[src/rtl/ps2_pkg.sv]
// Shared PS/2 constants, transmitter state encoding and parity helper.
package ps2_pkg;

  localparam logic PS2_START_BIT  = 1'b0;
  localparam logic PS2_STOP_BIT   = 1'b1;
  localparam int   PS2_FRAME_BITS = 11;

  typedef enum logic [1:0] {
    ST_IDLE = 2'd0,
    ST_HIGH = 2'd1,
    ST_LOW  = 2'd2,
    ST_GAP  = 2'd3
  } ps2_state_e;

  function automatic logic ps2_odd_parity(input logic [7:0] i_byte);
    return ~^i_byte;
  endfunction

endpackage

[src/rtl/ps2_sync_fifo.sv]
// Synchronous FIFO with extra-MSB pointers; flags come straight from the pointer registers.
module ps2_sync_fifo #(
  parameter int WIDTH   = 8,
  parameter int FIFO_AW = 3
) (
  input  logic             i_clk,
  input  logic             i_clr_n,
  input  logic             i_push,
  input  logic [WIDTH-1:0] i_data,
  input  logic             i_pop,
  output logic [WIDTH-1:0] o_data,
  output logic             o_full,
  output logic             o_empty
);

  localparam int DEPTH = 1 << FIFO_AW;

  logic [WIDTH-1:0] r_mem [DEPTH];
  logic [FIFO_AW:0] r_wr_ptr;
  logic [FIFO_AW:0] r_rd_ptr;
  logic             w_push;
  logic             w_pop;

  assign o_full  = (r_wr_ptr[FIFO_AW] != r_rd_ptr[FIFO_AW]) &&
                   (r_wr_ptr[FIFO_AW-1:0] == r_rd_ptr[FIFO_AW-1:0]);
  assign o_empty = (r_wr_ptr == r_rd_ptr);
  assign w_push  = i_push & ~o_full;
  assign w_pop   = i_pop & ~o_empty;
  assign o_data  = r_mem[r_rd_ptr[FIFO_AW-1:0]];

  // Resetting only the pointers is enough to discard the contents.
  always_ff @(posedge i_clk or negedge i_clr_n) begin
    if (!i_clr_n) begin
      r_wr_ptr <= '0;
      r_rd_ptr <= '0;
    end else begin
      if (w_push) r_wr_ptr <= r_wr_ptr + 1'b1;
      if (w_pop)  r_rd_ptr <= r_rd_ptr + 1'b1;
    end
  end

  always_ff @(posedge i_clk) begin
    if (w_push) r_mem[r_wr_ptr[FIFO_AW-1:0]] <= i_data;
  end

endmodule

[src/rtl/ps2_keyboard_tx.sv]
// Keyboard-side PS/2 transmitter: buffers scan codes and serialises 11-bit frames
// on self-generated clock/data lines.
//   state | meaning
//   IDLE  | waiting for a byte; pops and loads the frame
//   HIGH  | clock high, current bit driven
//   LOW   | clock low, data held for the host to sample
//   GAP   | lines idle-high after the stop bit
module ps2_keyboard_tx #(
  parameter int HALF_CYC = 4,
  parameter int GAP_CYC  = 8,
  parameter int FIFO_AW  = 3
) (
  input  logic       i_clk,
  input  logic       i_clr_n,
  input  logic [7:0] i_data,
  input  logic       i_valid,
  output logic       o_ready,
  output logic       o_ps2_clk,
  output logic       o_ps2_data,
  output logic       o_busy
);
  import ps2_pkg::*;

  localparam int               CNT_MAX  = (HALF_CYC > GAP_CYC) ? HALF_CYC : GAP_CYC;
  localparam int               CNT_W    = $clog2(CNT_MAX) + 1;
  localparam logic [CNT_W-1:0] HALF_LD  = CNT_W'(HALF_CYC - 1);
  localparam logic [CNT_W-1:0] GAP_LD   = CNT_W'(GAP_CYC - 1);
  localparam logic [3:0]       LAST_BIT = 4'(PS2_FRAME_BITS - 1);

  ps2_state_e                r_state;
  ps2_state_e                w_state_nxt;
  logic [CNT_W-1:0]          r_phase;
  logic [3:0]                r_bit_idx;
  logic [PS2_FRAME_BITS-1:0] r_shift;
  logic                      r_ps2_clk;
  logic                      r_ps2_data;
  logic                      r_busy;
  logic                      w_ps2_clk_nxt;
  logic                      w_ps2_data_nxt;
  logic                      w_busy_nxt;
  logic [7:0]                w_fifo_data;
  logic                      w_full;
  logic                      w_empty;
  logic                      w_push;
  logic                      w_pop;
  logic                      w_phase_done;

  assign w_push       = i_valid & ~w_full;
  assign w_pop        = (r_state == ST_IDLE) & ~w_empty;
  assign w_phase_done = (r_phase == '0);

  assign o_ready    = ~w_full;
  assign o_ps2_clk  = r_ps2_clk;
  assign o_ps2_data = r_ps2_data;
  assign o_busy     = r_busy;

  ps2_sync_fifo #(
    .WIDTH  (8),
    .FIFO_AW(FIFO_AW)
  ) u_fifo (
    .i_clk  (i_clk),
    .i_clr_n(i_clr_n),
    .i_push (w_push),
    .i_data (i_data),
    .i_pop  (w_pop),
    .o_data (w_fifo_data),
    .o_full (w_full),
    .o_empty(w_empty)
  );

  // Line outputs are registered from the state, so they trail it by one cycle.
  always_ff @(posedge i_clk or negedge i_clr_n) begin
    if (!i_clr_n) begin
      r_state    <= ST_IDLE;
      r_ps2_clk  <= 1'b1;
      r_ps2_data <= 1'b1;
      r_busy     <= 1'b0;
    end else begin
      r_state    <= w_state_nxt;
      r_ps2_clk  <= w_ps2_clk_nxt;
      r_ps2_data <= w_ps2_data_nxt;
      r_busy     <= w_busy_nxt;
    end
  end

  always_comb begin
    w_state_nxt = r_state;
    case (r_state)
      ST_IDLE: if (!w_empty) w_state_nxt = ST_HIGH;
      ST_HIGH: if (w_phase_done) w_state_nxt = ST_LOW;
      ST_LOW: begin
        if (w_phase_done) begin
          if (r_bit_idx < LAST_BIT) w_state_nxt = ST_HIGH;
          else                      w_state_nxt = ST_GAP;
        end
      end
      ST_GAP:  if (w_phase_done) w_state_nxt = ST_IDLE;
      default: w_state_nxt = ST_IDLE;
    endcase
  end

  always_comb begin
    w_ps2_clk_nxt  = 1'b1;
    w_ps2_data_nxt = 1'b1;
    w_busy_nxt     = 1'b0;
    case (r_state)
      ST_HIGH: begin
        w_ps2_data_nxt = r_shift[0];
        w_busy_nxt     = 1'b1;
      end
      ST_LOW: begin
        w_ps2_clk_nxt  = 1'b0;
        w_ps2_data_nxt = r_shift[0];
        w_busy_nxt     = 1'b1;
      end
      ST_GAP:  w_busy_nxt = 1'b1;
      default: w_busy_nxt = 1'b0;
    endcase
  end

  // Shift happens only on the LOW->HIGH transition, so data never moves while clock is low.
  always_ff @(posedge i_clk or negedge i_clr_n) begin
    if (!i_clr_n) begin
      r_phase   <= '0;
      r_bit_idx <= '0;
      r_shift   <= '1;
    end else begin
      case (r_state)
        ST_IDLE: begin
          if (w_pop) begin
            r_shift   <= {PS2_STOP_BIT, ps2_odd_parity(w_fifo_data), w_fifo_data, PS2_START_BIT};
            r_bit_idx <= '0;
            r_phase   <= HALF_LD;
          end
        end
        ST_HIGH: begin
          if (w_phase_done) r_phase <= HALF_LD;
          else              r_phase <= r_phase - 1'b1;
        end
        ST_LOW: begin
          if (w_phase_done) begin
            if (r_bit_idx < LAST_BIT) begin
              r_bit_idx <= r_bit_idx + 4'd1;
              r_shift   <= {1'b1, r_shift[PS2_FRAME_BITS-1:1]};
              r_phase   <= HALF_LD;
            end else begin
              r_phase <= GAP_LD;
            end
          end else begin
            r_phase <= r_phase - 1'b1;
          end
        end
        ST_GAP: begin
          if (!w_phase_done) r_phase <= r_phase - 1'b1;
        end
        default: r_phase <= '0;
      endcase
    end
  end

endmodule

[config.mk]
export PLATFORM = sky130hd
export DESIGN_NAME = ps2_keyboard_tx
export DESIGN_NICKNAME = d
export VERILOG_FILES = /design/src/rtl/ps2_pkg.sv /design/src/rtl/ps2_sync_fifo.sv /design/src/rtl/ps2_keyboard_tx.sv
export SDC_FILE = /design/constraint.sdc
export NUM_CORES = 1
export LEC_CHECK = 0
export BUFFER_PORTS_ARGS = -buffer_cell sky130_fd_sc_hd__buf_2
export CORE_UTILIZATION = 35
export CTS_BUF_LIST = sky130_fd_sc_hd__clkbuf_4 sky130_fd_sc_hd__clkbuf_8 sky130_fd_sc_hd__clkbuf_16
export DETAILED_ROUTE_END_ITERATION = 12
export HOLD_SLACK_MARGIN = 0.03
export PLACE_DENSITY = 0.53
export SYNTH_ARGS = -nofsm -noshare
export SYNTH_HDL_FRONTEND = slang
export SYNTH_SLANG_ARGS = --single-unit
[constraint.sdc]
create_clock -name i_clk -period 2.7 [get_ports i_clk]
set_input_delay 0.54 -clock i_clk [delete_from_list [all_inputs] [get_ports i_clk]]
set_output_delay 0.54 -clock i_clk [all_outputs]
set_load 0.01 [all_outputs]
Yosys cells after proc, flatten, opt, wreduce, memory -nomap -nowiden
Memories as Yosys holds them, arrays and structs flattened.
Cells that the tools add are included.
Cells by class
  reductions and logical operators: 10
  bitwise logic cells: 6
  muxes and demuxes: 25
  $lt $le $gt $ge: 1
  $add $sub $neg: 4
  equality and inequality tests: 13
Operators by type and width (count)
  two-way mux 11 bit: 3
  two-way mux 4 bit: 7
  one-hot mux 11 bit (2 select lines): 1
  one-hot mux 4 bit (4 select lines): 1
  adder 4 x 1 -> 4 bit (second input constant): 3
  != test 2 bit (second input constant): 6
  two-way mux 2 bit: 5
  one-hot mux 2 bit (4 select lines): 1
  one-hot mux 4 bit (2 select lines): 1
  AND reduction 4 bit: 2
  XNOR reduction 8 bit: 1
  two-way mux 1 bit: 5
  AND 1 bit: 4
  == test 2 bit (second input constant): 2
  == test 4 bit: 1
  zero test 4 bit: 1
  < comparator 4 bit (second input constant): 1
  subtractor 4 x 1 -> 4 bit (second input constant): 1
  == test 3 bit: 1
  two-way mux 3 bit: 1
  OR reduction 3 bit: 1
  == test 2 x 1 -> 1 bit (second input constant): 1
  zero test 2 bit: 1
  != test 2 x 1 -> 1 bit (second input constant): 1
  6 further kinds: 7
Word-level totals
  memories: 1
  input bits: 11
  RAM bits: 64
  output and inout bits: 4
  register bits after elaboration: 32
  logic and storage cells: 69
Memory list
  u_fifo.r_mem: words 8, bits a word 8, read ports 1, clocked after Yosys merged registers in 0, write ports 1, RTL line ps2_sync_fifo.sv:18  | logic [WIDTH-1:0] r_mem [DEPTH];

Logic depth before layout (Yosys ltp)
Gate-level depths: netlist of run 1.
  depth in word-level cells: 7
  gate-level depth with buffers: 9
  mapped depth without buffers: 8

Cells and area by module
A second synthesis of run 1 with hierarchy kept.
Unflattened totals
  cell total of the unflattened synthesis: 281
  area total of the unflattened synthesis: 4419.2 µm²
By module, submodules not included
  ps2_sync_fifo: sequential area each 2122.0 µm², cells each 149, instances 1, area each 3094.2 µm²
  ps2_keyboard_tx: sequential area each 590.6 µm², cells each 132, instances 1, area each 1325.0 µm²

Worst setup path after synthesis of run 1
No wires, ideal clock.
  path type: register -> register
  from: register u_fifo.r_rd_ptr[0]
  to: memory u_fifo.r_mem[0][0] (enable)
  setup time: 0.383 ns
  data required time: 2.317 ns
  path buffers: 3
  clock period less this slack: 2.354 ns
  data arrival time: 1.971 ns
  cell stages (with the launch flop): 9
  slack: 0.346 ns
  cells stage by stage: dfrtp_1 > buf_6 > buf_12 > xnor2_1 > nand4_1 > and2_1 > clkbuf_1 > nand2b_1 > nor3_1
Between the ends
  word-level cells in the longest chain between the ends: 7
Ends and longest elaborated chain
  start, declared: RTL line ps2_sync_fifo.sv:20  | logic [FIFO_AW:0] r_rd_ptr;
  start signal, assigned: RTL line ps2_sync_fifo.sv:38  | if (w_pop) r_rd_ptr <= r_rd_ptr + 1'b1;
  == test 3 bit (*): RTL line ps2_sync_fifo.sv:25  | (r_wr_ptr[FIFO_AW-1:0] == r_rd_ptr[FIFO_AW-1:0]);
  logical AND 1 bit (*): RTL line ps2_sync_fifo.sv:24  | assign o_full = (r_wr_ptr[FIFO_AW] != r_rd_ptr[FIFO_AW]) &&
  NOT 1 bit (*)
  via o_ready: RTL line ps2_keyboard_tx.sv:17  | output logic o_ready,
  AND 1 bit: RTL line ps2_keyboard_tx.sv:48  | assign w_push = i_valid & ~w_full;
  AND 1 bit (*): RTL line ps2_sync_fifo.sv:27  | assign w_push = i_push & ~o_full;
  two-way mux 1 bit (*): RTL line ps2_sync_fifo.sv:43  | if (w_push) r_mem[r_wr_ptr[FIFO_AW-1:0]] <= i_data;
  two-way mux 1 bit (not written as such) (*): RTL line ps2_sync_fifo.sv:43
  end, declared: RTL line ps2_sync_fifo.sv:18
The timed path passes the listed nets; every way through them passes the cells marked *.

Worst setup path after layout of run 1
  from: register r_state[0]
  to: register r_shift[7]
Between the ends
  word-level cells in the longest chain between the ends: 4
  elaborated cells on any way between the ends: 9
  classes of those cells: eq/ne: 4; mux: 1; bitwise: 1; reduce/logical: 3
Ends and longest elaborated chain
  start, declared: RTL line ps2_keyboard_tx.sv:30  | ps2_state_e r_state;
  start signal, assigned: RTL line ps2_keyboard_tx.sv:79  | r_state <= w_state_nxt;
  zero test 2 bit: RTL line ps2_keyboard_tx.sv:49, ps2_keyboard_tx.sv:128
  AND 1 bit: RTL line ps2_keyboard_tx.sv:49  | assign w_pop = (r_state == ST_IDLE) & ~w_empty;
  != test 2 x 1 -> 1 bit (no source line)
  AND reduction 4 bit (no source line)
  end signal, assigned: RTL line ps2_keyboard_tx.sv:131  | r_shift <= {PS2_STOP_BIT, ps2_odd_parity(w_fifo_data), w_fifo_data, PS2_START_BIT};
  end signal, assigned: RTL line ps2_keyboard_tx.sv:144  | r_shift <= {1'b1, r_shift[PS2_FRAME_BITS-1:1]};
  end, declared: RTL line ps2_keyboard_tx.sv:34  | logic [PS2_FRAME_BITS-1:0] r_shift;
Several ways; a longest one is shown, not always the timed one.
A chain may end at the register's enable or synchronous reset.

==> flow_metrics.py, run 1 <==
metrics = {
    "timing": {
        "tightest_slew_ns": 0.707,
        "max_slew_margin_pct": 52.9,
        "fin_ws_ns": 0.358,
        "fin_crit_sh_pct": 86.7,
        "rsz0062_at_grt": "false",
        "hold_viol_final": 0,
        "final_max_slew_viol_count": 0,
        "setup_tns_ns": 0,
        "setup-violations-final": 0,
        "fin_skew_ns": 0.00634,
        "fmax_mhz": 427,
        "min_period_ns": 2.34,
        "fin_hold_ws_ns": 0.239,
    },
    "die": {
        "rows": 39,
        "boundaryPins": 15,
        "dieHeight_um": 111,
        "dieArea_um2": 12200,
        "design.core.area_um2": 11500,
        "start_util_pct": 36.0,
        "fp.dieW_um": 111,
    },
    "logic_synthesis": {
        "synth_cells": 256,
        "ys_warn_count": 0,
        "post-synth-top-area-fraction_pct": 46.5,
        "ys_seq_area_share_pct": 65.7,
        "ys_async_sr_fraction_pct": 32.6,
        "synth_area_um2": 4130,
        "yosys-top-cells-area": "edfxtp_1, dfrtp_1, dfstp_2",
        "yosysUniqueCellTypes": 42,
        "synthFlopType": "edfxtp_1",
        "syn_area_per_cell_um2": 16.1,
        "synth-edff-count": 64,
        "synth_nets": 276,
        "yosysTopAreaCell": "edfxtp_1",
        "ys_seq_elements": 95,
    },
    "place": {
        "pre_cts_ws_ns": 0.370,
        "placed_cell_area_um2": 4400,
        "dp_cells": 413,
        "hpwl_um": 4560,
        "gp_congestion": 0.743,
        "port-buffer-count": 14,
    },
    "grt": {
        "grt.overflow.total": 0,
        "grt_usage_pct": 12.9,
        "grt_pass1_vias": 2209,
        "grt_pass1_wl_um": 12000,
        "grt_max_degree": 32,
        "grt_antenna_before_repair": 0,
    },
    "clocking": {
        "clockBufferDepth": 2,
        "clk_pin_slew_worst_paths_ns": 0.07,
        "ctsRootBufferMaster": "clkbuf_16",
        "clock-sinks": 95,
        "cts_hold_buf": 0,
        "insertion_delay_ns": 0.34,
        "cts_resized": 0,
        "postCtsSetupBuffers": 0,
        "tritoncts": "built",
        "cts-htree-levels": 3,
        "cts-buffers-inserted": 9,
    },
    "finish": {
        "area_growth_pct": 13.5,
        "final_cell_mix": "edfxtp_1, nand2_1, dfrtp_1, buf_2, nor2_1",
        "final_nets": 301,
        "utilization_pct": 40.9,
        "final_cell_area_um2": 4690,
        "antennaDiodeCount": 0,
        "final_layout_size_suffix_gt1_share_pct": 24.8,
        "stdcell_count": 429,
        "final_common_cell": "edfxtp_1",
    },
    "drt": {
        "wl_met2_um": 3430,
        "ant_nets": 0,
        "totalWireLength_um": 7240,
        "routed_via_density": 4.97,
        "drcViolationCount": 0,
        "drt_iter0_markers": 83,
        "wl_met1_um": 3450,
        "firstDrtPassIters": 4,
        "wl_met3_um": 215,
        "vias": 2130,
        "highest_layer": "met4",
        "wl_per_cell_um": 16.9,
    },
    "pwr": {
        "pwr-share-comb_pct": 39.4,
        "irDropWorstVdd_mv": 0.726,
        "power_frac_clock_pct": 21.5,
        "powerDensity_nw_per_um2": 1200,
        "power_mw": 5.64,
        "swShare_pct": 34.0,
        "cell_internal_pwr_mw": 3.72,
        "seqPwrFrac_pct": 39.1,
        "power.net_switching_mw": 1.92,
        "p_leak_nw": 1.77,
    },
    "critical_path": {
        "required_ns": 2.96,
        "r2r-end": "r_shift[7]",
        "startpoint": "r_state[0]",
        "r2r-start": "r_state[0]",
        "cp_common_cell": "inv_1",
        "cp-end-kind": "flop",
        "path_class": "reg -> reg",
        "r2r_slack_ns": 0.36,
        "start_kind": "flop",
        "worstPathCellList": "inv_1 -> ha_1 -> o211ai_1 -> inv_1 -> a221o_1 -> mux2_2",
        "critPathMaxStageDelay_ns": 0.57,
        "slowest_stage": "a221o_1",
        "r2r_cells": 6,
        "arrival_ns": 2.61,
        "path_max_fanout": 23,
    },
    "run": {
        "drv_cap": 0,
    },
    "outcome": {
        "status": "completed",
    },
    "hold_path": {
        "hold_class": "in -> async",
    },
}
==> power by group through the flow <==
| stage | Sequential (mW) | Clock (mW) | Combinational (mW) |
|---|---|---|---|
| floorplan | 2.18 | 0 | 1.81 |
| global placement | 2.23 | 0 | 2.24 |
| detailed placement | 2.23 | 0 | 2.26 |
| CTS | 2.21 | 1.26 | 2.27 |
| global route | 2.25 | 1.33 | 2.47 |
| finish | 2.20 | 1.22 | 2.22 |
==> layout make-up <==
class                   instances  area [um2]
inverters                       9        33.8
flip-flops and latches         95        2710
clock inverters                 7        61.3
fillers                      1029        6780
repair buffers                 25         165
well taps                     143         179
clock buffers                   9         225
multi-input cells             141        1310
==> state kept, by name (all words and copies together), names as in the netlist <==
name and flops:
u_fifo.r_wr_ptr 4, r_shift 10, o_busy 1, o_ps2_data 1, r_state 2, r_bit_idx 4, o_ps2_clk 1, u_fifo.r_mem 64
u_fifo.r_rd_ptr 4, r_phase 4
==> kinds of logic (layout without fill, tap and decap cells) <==
group / after synthesis / in the layout / share of synthesized area [%]
multiplexers: 35 / 35 / 14.7
buffers and inverters: 20 / 50 / 2.55
AO/OA/AOI/OAI: 31 / 31 / 4.82
AND/OR/NAND/NOR: 48 / 48 / 5.30
adder cells (fa/ha/maj): 9 / 9 / 2.73
XOR/XNOR: 18 / 18 / 4.18
flip-flops: 95 / 95 / 65.7
==> worst max path at each step <==
stage                               to  cells after the start
global route              r_bit_idx[2]                      8
finish                      r_shift[7]                      6
detailed placement          r_shift[8]                      6
global placement            r_shift[8]                      6
CTS                         r_shift[7]                      6
floorplan           u_fifo.r_mem[0][0]                      8
==> synth_stat cells, types with 3 or more instances <==
| library cell | number |
|---|---|
| mux4_1 | 10 |
| dfstp_2 | 12 |
| ha_1 | 9 |
| mux4_2 | 6 |
| a21oi_1 | 7 |
| xor2_1 | 5 |
| edfxtp_1 | 64 |
| dfrtp_1 | 19 |
| o22a_1 | 3 |
| mux2i_1 | 9 |
| nor3_1 | 3 |
| nor2_1 | 13 |
| inv_1 | 8 |
| nand2_1 | 19 |
| nand2b_1 | 4 |
| clkbuf_1 | 6 |
| xnor2_1 | 11 |
| mux2_2 | 8 |
| o21ai_0 | 10 |
==> layer usage <==
metal	vias to the layer above	global-route usage, %
met5	-	0
met4	0	5.33
met3	12	3.46
met2	32	20.4
met1	1064	16.7
li1	1022	-
==> critical path, delay by kind of cell (launching register included) <==
family | cells | cell delay [ns]
compound gates | 2 | 0.82
flops | 1 | 0.42
mux | 1 | 0.41
fa+ha+maj | 1 | 0.40
buf+inv | 2 | 0.21
No activity file was read; power rests on OpenSTA's default activity.
==> run 2, diff against run 1 <==
--- a/config.mk
+++ b/config.mk
@@ -10,7 +10,8 @@
 export CTS_BUF_LIST = sky130_fd_sc_hd__clkbuf_4 sky130_fd_sc_hd__clkbuf_8 sky130_fd_sc_hd__clkbuf_16
 export DETAILED_ROUTE_END_ITERATION = 12
 export HOLD_SLACK_MARGIN = 0.03
-export PLACE_DENSITY = 0.53
+export PLACE_DENSITY = 0.55
 export SYNTH_ARGS = -nofsm -noshare
 export SYNTH_HDL_FRONTEND = slang
+export SYNTH_HIERARCHICAL = 1
 export SYNTH_SLANG_ARGS = --single-unit
==> run 2 against run 1 <==
Against the previous run:
- highest routed layer unchanged
- area after synthesis grew 7.0%
- routed wire length is 12% higher
- hold slack gained 0.014 ns
- die area increased by 6.9%
- global-route usage is 0.81 points higher
- sequential share of layout area shrank 4.1 points
- first-iteration DRC count grew 130%
- critical path type is now reg -> out
- via count rose by 18%
==> flow_metrics.py, run 2 <==
metrics = {
    "clocking": {
        "tritoncts": "built",
        "ctsRootBufferMaster": "clkbuf_16",
        "cts-buffers-inserted": 9,
        "cts_resized": 0,
        "clockBufferDepth": 2,
        "cts_hold_buf": 0,
        "clock-sinks": 95,
        "insertion_delay_ns": 0.33,
        "postCtsSetupBuffers": 0,
        "clk_pin_slew_worst_paths_ns": 0.07,
        "cts-htree-levels": 3,
    },
    "finish": {
        "final_nets": 329,
        "multiInputGateArea_um2": 1620,
        "final_layout_size_suffix_gt1_share_pct": 28.3,
        "seq_area_um2": 2710,
        "fill_cells": 1119,
        "utilization_pct": 41.5,
        "final_common_cell": "edfxtp_1",
        "largest_reg_flops": 64,
        "final_cell_mix": "edfxtp_1, dfrtp_1, o22ai_1, a21oi_1, buf_4",
        "antennaDiodeCount": 0,
        "area_growth_pct": 14.1,
    },
    "pwr": {
        "pwr-share-comb_pct": 45.4,
        "swShare_pct": 37.3,
        "seqPwrFrac_pct": 35.9,
        "powerDensity_nw_per_um2": 1250,
        "cell_internal_pwr_mw": 3.95,
        "power.net_switching_mw": 2.35,
        "p_leak_nw": 1.82,
        "power_frac_clock_pct": 18.7,
        "irDropWorstVdd_mv": 0.460,
    },
    "timing": {
        "rsz0062_at_grt": "false",
        "max_slew_margin_pct": 53.0,
        "tightest_slew_ns": 0.704,
        "min_period_ns": 2.41,
        "fmax_mhz": 414,
        "hold_viol_final": 0,
        "setup-violations-final": 0,
        "fin_hold_ws_ns": 0.253,
        "final_max_slew_viol_count": 0,
        "fin_crit_sh_pct": 89.4,
        "fin_ws_ns": 0.286,
        "fin_skew_ns": 0.00595,
    },
    "drt": {
        "totalWireLength_um": 8100,
        "routed_via_density": 5.22,
        "firstDrtPassIters": 5,
        "vias": 2516,
        "drcViolationCount": 0,
        "wl_per_cell_um": 16.8,
        "drt_iter0_markers": 188,
        "ant_nets": 0,
    },
    "critical_path": {
        "cp-end-kind": "output pin",
        "r2r-start": "u_fifo/r_wr_ptr[2]",
        "critPathMaxStageDelay_ns": 0.38,
        "r2r-end": "u_fifo/r_mem[6][1]",
        "slowest_stage": "dfrtp_1",
        "required_ns": 2.16,
        "r2r_cells": 6,
        "path_max_fanout": 10,
        "start_kind": "flop",
        "worstPathCellList": "buf_4 -> xor2_2 -> nor4_4 -> buf_4 -> inv_1 -> buf_2",
        "arrival_ns": 1.87,
        "crit_end": "o_ready",
        "path_class": "reg -> out",
        "startpoint": "u_fifo/r_rd_ptr[0]",
        "cp_common_cell": "buf_4",
        "r2r_slack_ns": 0.29,
    },
    "logic_synthesis": {
        "post-synth-top-area-fraction_pct": 43.5,
        "ys_warn_count": 6,
        "yosysUniqueCellTypes": 53,
        "synthTopCellsByCount": "edfxtp_1, dfrtp_1, o22ai_1",
        "syn_area_per_cell_um2": 15.7,
        "synth-edff-count": 64,
        "yosys-top-cells-area": "edfxtp_1, dfrtp_1, dfstp_2",
        "ys_seq_elements": 95,
        "synth_cells": 281,
        "ys_async_sr_fraction_pct": 32.6,
        "yosysMostFrequentCell": "edfxtp_1",
        "synth_area_um2": 4420,
        "synth_nets": 301,
        "yosysTopAreaCell": "edfxtp_1",
        "ys_seq_area_share_pct": 61.4,
        "synthFlopType": "edfxtp_1",
    },
    "grt": {
        "grt_usage_pct": 13.7,
        "grt_pass1_wl_um": 13600,
        "grt.overflow.total": 0,
        "grt_max_degree": 32,
        "grt_antenna_before_repair": 0,
        "grt_pass1_vias": 2520,
    },
    "die": {
        "dieHeight_um": 114,
        "dieArea_um2": 13100,
        "boundaryPins": 15,
        "rows": 40,
        "start_util_pct": 36.3,
        "fp.dieW_um": 114,
        "design.core.area_um2": 12200,
    },
    "hold_path": {
        "hold_class": "in -> async",
    },
    "outcome": {
        "status": "completed",
    },
    "run": {
        "drv_cap": 0,
    },
    "place": {
        "port-buffer-count": 14,
        "gp_congestion": 0.765,
        "hpwl_um": 5530,
        "pre_cts_ws_ns": 0.303,
    },
}
## run 2: changes by cell type after synthesis, moves of 5 or more
cell,before,now
o22ai_1,1,17
mux2i_1,9,0
mux2_2,8,2
nand2_1,19,11
nor2_1,13,7
a21oi_1,7,16
mux2_4,2,7
o21ai_0,10,4
## run 2: metal layers
| metal | track usage [%] | share of wire (%) | up-vias |
|---|---|---|---|
| met5 | 0 | 0 | - |
| met1 | 19.5 | 49 | 1282 |
| li1 | - | - | 1179 |
| met3 | 2.81 | 3.1 | 8 |
| met2 | 21.3 | 47 | 47 |
| met4 | 3.90 | 0.94 | 0 |
## run 2: critical path: cells and delay by family (launching register included)
family	cells	cell delay, ns
xor gates and xnor gates	1	0.23
buffers and inverters	4	0.62
DFF	1	0.38
and+or+nand+nor	1	0.30
## run 2: power groups by stage
stage	Clock (mW)	Combinational [mW]	Sequential, mW
6_report	1.18	2.86	2.26
5_1_grt	1.27	3.17	2.31
4_1_cts	1.23	2.89	2.26
3_5_place_dp	0	2.88	2.29
3_3_place_gp	0	2.85	2.28
2_1_floorplan	0	2.30	2.21
## run 2: worst min-delay path by stage
stage	to	from	cells past startpoint
floorplan	o_busy	i_clr_n	0
global placement	o_ps2_data	r_shift[0]	2
detailed placement	o_ps2_data	r_shift[0]	2
CTS	r_phase[2]	i_clr_n	1
global route	r_phase[2]	i_clr_n	1
finish	r_phase[2]	i_clr_n	1
## run 2: cells by family after synthesis
group / share of synthesized area [%]
AOI/OAI and AO/OA: 10.1
muxes: 12.1
adders and majority gates: 2.55
DFF: 61.4
and+or+nand+nor: 6.60
xor gates and xnor gates: 4.30
buffers and inverters: 3.00
## run 2: layout make-up
| cell class | count | area share, % |
|---|---|---|
| Clock buffer | 9 | 4.47 |
| Clock inverter | 7 | 1.04 |
| Inverter | 9 | 0.670 |
| Multi-Input combinational cell | 164 | 32.1 |
| Sequential cell | 95 | 53.8 |
| Tap cell | 168 | 4.17 |
| Timing Repair Buffer | 30 | 3.77 |
## run 2: through the flow
| stage | power (mW) | TNS [ns] | cells | instance area [um2] |
|---|---|---|---|---|
| finish | 6.31 | 0 | 482 | 5040 |
| global route | 6.75 | 0 | 482 | 5040 |
| CTS | 6.38 | 0 | 482 | 5040 |
| detailed placement | 5.17 | 0 | 466 | 4760 |
| global placement | 5.13 | 0 | 466 | 4760 |
| floorplan | 4.52 | -1.45 | 281 | 4420 |
